**config.mk**
```make
export PLATFORM = sky130hd
export DESIGN_NAME = phase_timing_gen
export DESIGN_NICKNAME = d
export VERILOG_FILES = /design/src/rtl/phase_timing_gen.sv
export SDC_FILE = /design/constraint.sdc
export NUM_CORES = 1
export LEC_CHECK = 0
export BUFFER_PORTS_ARGS = -buffer_cell sky130_fd_sc_hd__buf_2
export CORE_MARGIN = 2
export CORE_UTILIZATION = 41
export CTS_BUF_LIST = sky130_fd_sc_hd__clkbuf_8 sky130_fd_sc_hd__clkbuf_16
export CTS_CLUSTER_SIZE = 24
export DETAILED_ROUTE_END_ITERATION = 6
export PLACE_DENSITY = 0.72
export SYNTH_ARGS = -nofsm -noshare
export SYNTH_HDL_FRONTEND = slang
export SYNTH_SLANG_ARGS = --single-unit
```
**constraint.sdc**
```tcl
create_clock -name clk -period 1.3 [get_ports clk]
set_input_delay 0.195 -clock clk [delete_from_list [all_inputs] [get_ports clk]]
set_output_delay 0.195 -clock clk [all_outputs]
set_load 0.05 [all_outputs]
```
**src/rtl/phase_timing_gen.sv**
```systemverilog
`default_nettype none
// ============================================================================
// Module   : phase_timing_gen
// Purpose  : Multi-phase machine-cycle timing generator. IDLE/RUN FSM that
//            steps a phase index through 0..PHASES-1, flags the second part
//            of each cycle, pulses on cycle completion and counts cycles.
// Revision : 1.0 - initial release
// ============================================================================
module phase_timing_gen #(
    parameter int PHASES     = 4,
    parameter int STEP_START = 2,
    parameter int CNT_W      = 8
) (
    input  logic                                clk,
    input  logic                                rst_n,
    input  logic                                en,
    input  logic                                go,
    input  logic                                mode,
    input  logic                                halt,
    input  logic                                clr,
    output logic [((PHASES > 1) ? $clog2(PHASES) : 1)-1:0] phase,
    output logic [PHASES-1:0]                   phase_strb,
    output logic                                step,
    output logic                                cycle_done,
    output logic                                busy,
    output logic [CNT_W-1:0]                    cyc_count
);

    localparam int PW = (PHASES > 1) ? $clog2(PHASES) : 1;

    localparam logic [PW-1:0] LAST_PHASE = PW'(PHASES - 1);
    localparam logic [PW-1:0] STEP_PHASE = PW'(STEP_START);

    localparam logic [0:0] ST_IDLE = 1'b0;
    localparam logic [0:0] ST_RUN  = 1'b1;

    logic [0:0]       state_q, state_d;
    logic [PW-1:0]    phase_q, phase_d;
    logic             done_q, done_d;
    logic [CNT_W-1:0] cnt_q, cnt_d;

    // Next-state logic: clr dominates; halt/mode only matter on the wrap edge
    always_comb begin
        state_d = state_q;
        phase_d = phase_q;
        done_d  = 1'b0;
        cnt_d   = cnt_q;
        if (clr) begin
            state_d = ST_IDLE;
            phase_d = '0;
        end else begin
            case (state_q)
                ST_IDLE: begin
                    phase_d = '0;
                    if (go) begin
                        state_d = ST_RUN;
                    end
                end
                ST_RUN: begin
                    if (phase_q == LAST_PHASE) begin
                        // Last phase is always exactly one clock, en ignored
                        phase_d = '0;
                        done_d  = 1'b1;
                        cnt_d   = cnt_q + CNT_W'(1);
                        if (mode || halt) begin
                            state_d = ST_IDLE;
                        end
                    end else if (en) begin
                        phase_d = phase_q + PW'(1);
                    end
                end
                default: begin
                    state_d = ST_IDLE;
                    phase_d = '0;
                end
            endcase
        end
    end

    // State registers with immediate (asynchronous) reset
    always_ff @(posedge clk or negedge rst_n) begin
        if (!rst_n) begin
            state_q <= ST_IDLE;
            phase_q <= '0;
            done_q  <= 1'b0;
            cnt_q   <= '0;
        end else begin
            state_q <= state_d;
            phase_q <= phase_d;
            done_q  <= done_d;
            cnt_q   <= cnt_d;
        end
    end

    // One-hot phase decode, valid in both IDLE and RUN
    genvar gi;
    generate
        for (gi = 0; gi < PHASES; gi++) begin : g_strb
            assign phase_strb[gi] = (phase_q == PW'(gi));
        end
    endgenerate

    assign phase      = phase_q;
    assign busy       = (state_q == ST_RUN);
    assign step       = (state_q == ST_RUN) && (phase_q >= STEP_PHASE);
    assign cycle_done = done_q;
    assign cyc_count  = cnt_q;

endmodule
`default_nettype wire

```
; ---- Word level (Yosys, flattened, before mapping)
; Cells that the tools add are included.
[word_totals]
regBits = 12
in_bits = 7
output_inout_bits = 17
[classes]
n_addsub = 2
n_lt_le_gt_ge = 1
n_eq_ne = 4
muxes = 12
bitwise_logic = 2
reduce_logical = 4
[op_table]
columns = op, count
row1 = $add 8x1->8 const B, 1
row2 = $mux 1, 7
row3 = $mux 2, 3
row4 = $eq 2x2->1 const B, 2
row5 = $ne 4x4->1 const B, 1
row6 = $pmux 2 s2, 1
row7 = $reduce_and 3->1, 1
row8 = $add 2x1->2 const B, 1
row9 = $eq 2x1->1 const B, 1
row10 = $ge 2x2->1 const B, 1
row11 = $logic_not 2->1, 1
row12 = $not 1->1, 2
row13 = $pmux 1 s2, 1
row14 = $logic_and 1x1->1, 1
row15 = $logic_or 1x1->1, 1

; ---- Longest topological paths before layout
[logic_depth]
depth_word = 5
depth_mapped = 5
mapped_depth_nobuf = 5

; ---- Worst setup path before layout
; Ideal clock, no wire load.
[synth_timing]
kind = register -> output
from = register phase_q[1] (netlist: phase[1])
to = output port step
t_arrival_ns = 1.728
required_time_ns = 1.105
slack_ns = -0.623
path_stages_with_launch = 3
path_buffers = 0
path_cell_list = dfrtp_1 > ha_1 > o21a_1
[synth_between]
elab_chain_len = 2
[synth_lines]
columns = item, line_no
row1 = "start, declared", 38  ; logic [PW-1:0] phase_q, phase_d;
row2 = "start signal, assigned", 89  ; phase_q <= phase_d;
row3 = $ge 2x2->1, 105  ; assign step = (state_q == ST_RUN) && (phase_q >= STEP_PHASE);
row4 = $logic_and 1x1->1, 105
row5 = "end, declared", 23  ; output logic step,
; No other way between the ends.

; ---- Worst setup path in the final report
; Same ends and word-level chain as after synthesis.

==> impl_metrics.env <==
export IMPL_row_count=13
export IMPL_rsz0062_at_grt="yes"
export IMPL_synth_warnings=0
export IMPL_syn_area_per_cell_um2=12.2
export IMPL_clock_power_share_pct=46.7
export IMPL_synth_seq_cells=12
export IMPL_hold_viol=0
export IMPL_synth_cells=50
export IMPL_crit_arrival_ns=1.27
export IMPL_drc=0
export IMPL_routed_via_count=480
export IMPL_layout_drive_gt1_share_pct=68.2
export IMPL_power_switching_uw=203
export IMPL_core_um2=1350
export IMPL_hold_path_class="input pin to flip-flop"
export IMPL_cts_max_path_buffers=2
export IMPL_fin_tns_setup_ns=-0.871
export IMPL_peakVddDrop_mv=0.541
export IMPL_fmax_mhz=681
export IMPL_p_leak_uw=0.000480
export IMPL_die_area_um2=1810
export IMPL_cp_start_kind="flip-flop"
export IMPL_status="finished, violations left"
export IMPL_path_class="flip-flop to output port"
export IMPL_synth_edff_count=0
export IMPL_fp_dieW_um=42.6
export IMPL_boundaryPins=24
export IMPL_fin_skew_ns=0.00173
export IMPL_postRouteWirelength_um=1310
export IMPL_fin_total_pwr_uw=880
export IMPL_ys_seq_area_share_pct=49.2
export IMPL_area_growth_pct=61.9
export IMPL_grt_pass1_wl_um=2080
export IMPL_path_max_fanout=6
export IMPL_power_frac_seq_pct=44.1
export IMPL_drt_pass1_iterations=1
export IMPL_powerDensity_nw_per_um2=891
export IMPL_htree_levels=1
export IMPL_tightest_slew_ns=0.268
export IMPL_drt_iter0_drc=0
export IMPL_place_ws_ns=-0.000355
export IMPL_portBuffers=23
export IMPL_overflow=0
export IMPL_clock_latency_ns=0.24
export IMPL_antenna_found_initial=0
export IMPL_syn_nets=63
export IMPL_grt_total_usage_pct=16.1
export IMPL_grt_pass1_vias=464
export IMPL_critPathRequiredTime_ns=1.11
export IMPL_synth_distinct_cells=20
export IMPL_n_fill_cell=88
export IMPL_nNetsFinal=99
export IMPL_fin_cells=100
export IMPL_async_reset_ff_share_pct=100
export IMPL_internal_power_uw=678
export IMPL_fin_crit_ns=1.47
export IMPL_maxCapViolCount=0
export IMPL_synth_cell_area_um2=611
export IMPL_timing_max_transition_violations_final=0
export IMPL_setup_slack_ns=-0.169
export IMPL_gp_congestion=0.710
export IMPL_clock_sinks=12
export IMPL_path_clk_slew_ns=0.05
export IMPL_relSlewSlack_pct=82.1
export IMPL_avgRoutedWirePerCell_um=13.1
export IMPL_via_per_inst=4.80
export IMPL_ys_flop_type="dfrtp_1"
export IMPL_final_seq_area_um2=317
export IMPL_finalCritPeriodShare_pct=113
export IMPL_grt_max_degree=13
export IMPL_dpl_hpwl_um=905
export IMPL_cts_root_buffer="clkbuf_8"
export IMPL_setup_violations=7
export IMPL_cts_tree="yes"
export IMPL_cts_buffers=3
export IMPL_violations="negative setup slack"
export IMPL_comb_power_share_pct=9.3
export IMPL_placedCellCount=91
export IMPL_worst_setup_path_end_kind="output port"
export IMPL_final_antenna_net_count=0
export IMPL_die_h_um=42.6
export IMPL_start_util_pct=45.2
export IMPL_diodes=0
export IMPL_multi_input_area_um2=367
export IMPL_swShare_pct=23.0
==> worst paths after layout <==
path | startpoint | end | slack, ns | depth (start not counted)
setup / recovery | phase[1]$_DFFE_PN0P_ | step | -0.17 | 3
hold reg to reg | cyc_count[7]$_DFFE_PN0P_ | cyc_count[7]$_DFFE_PN0P_ | 0.47 | 1
max in group asynchronous | rst_n | phase[1]$_DFFE_PN0P_ | 0.71 | 2
setup reg to reg | phase[1]$_DFFE_PN0P_ | cyc_count[1]$_DFFE_PN0P_ | -0.10 | 5
min in group asynchronous | rst_n | phase[0]$_DFFE_PN0P_ | 0.36 | 2
hold / removal | clr | busy$_DFF_PN0_ | 0.14 | 2
==> area by class of cell <==
type	count	share of cell area [%]
clock buffers	4	5.57
inverters	4	1.77
multi-input cells	34	37.1
flip-flops and latches	12	32.0
well taps	15	1.90
repair buffers	31	21.6
==> critical path: stages, from the launching register on <==
cell and delay, ns:
dfrtp_4 0.52, ha_4 0.18, o21a_4 0.19, buf_8 0.14
==> layout by cell type, fill, tap and decap left out, types with 2 or more instances in the layout <==
master	Yosys	routed
dfrtp_2	0	7
dfrtp_1	12	3
buf_8	0	2
inv_1	4	2
clkbuf_8	0	4
buf_2	0	19
nand4_1	3	3
ha_4	0	3
ha_1	6	2
dfrtp_4	0	2
xnor2_1	6	6
buf_6	0	3
xor2_1	2	2
buf_4	0	6
==> logic make-up (layout without fill, tap and decap cells) <==
| logic type | Yosys count | after routing | share of synthesized area [%] |
|---|---|---|---|
| mux | 1 | 1 | 1.84 |
| simple gates | 14 | 14 | 17.8 |
| xor+xnor | 8 | 8 | 11.5 |
| buf+inv | 4 | 39 | 2.46 |
| compound gates | 5 | 5 | 4.92 |
| fa+ha+maj | 6 | 6 | 12.3 |
| flops | 12 | 12 | 49.2 |
==> through the flow <==
stage | utilization (%) | instance area, um^2 | hold slack (ns)
2_1_floorplan | - | 683 | -0.101
3_3_place_gp | 62.2 | 840 | 0.0853
3_5_place_dp | 62.2 | 840 | 0.0879
4_1_cts | 71.1 | 960 | 0.142
5_1_grt | 73.2 | 988 | 0.169
6_report | 73.2 | 988 | 0.144
==> synthesized netlist by cell type (all sizes together) (2+ instances only) <==
cell type	number	area share [%]
dfrtp	12	49
ha	6	12
xnor2	6	8.6
inv	4	2.5
nand4	3	3.1
nor2	2	1.2
nor3	2	1.6
o21ai	2	1.6
xor2	2	2.9
==> power groups by stage <==
stage / combinational, uW / sequential (uW) / clock, uW
2_1_floorplan: 28.2 / 408 / 0
3_3_place_gp: 67.9 / 395 / 0
3_5_place_dp: 68.4 / 395 / 0
4_1_cts: 76.5 / 389 / 414
5_1_grt: 87.3 / 389 / 438
6_report: 81.6 / 388 / 411
==> registers in the layout, summed over array words and instances (netlist names) <==
signal and flops:
cyc_count 8, phase 2, busy 1, cycle_done 1
==> layer usage <==
metal / wire length, um / vias up / track usage [%]
li1: - / 241 / -
met2: 589 / 15 / 21.5
met3: 44 / 3 / 3.88
met4: 23 / 0 / 9.38
met1: 652 / 221 / 23.1
met5: 0 / - / 0
==> timing repair <==
item,CTS,global route
pin swaps,4,3
resized for setup,13,4
endpoints found under the hold margin,12,0
hold buffers,1,0
setup endpoints to repair,7,8
setup buffers,2,2
No activity file was read; power rests on OpenSTA's default activity.
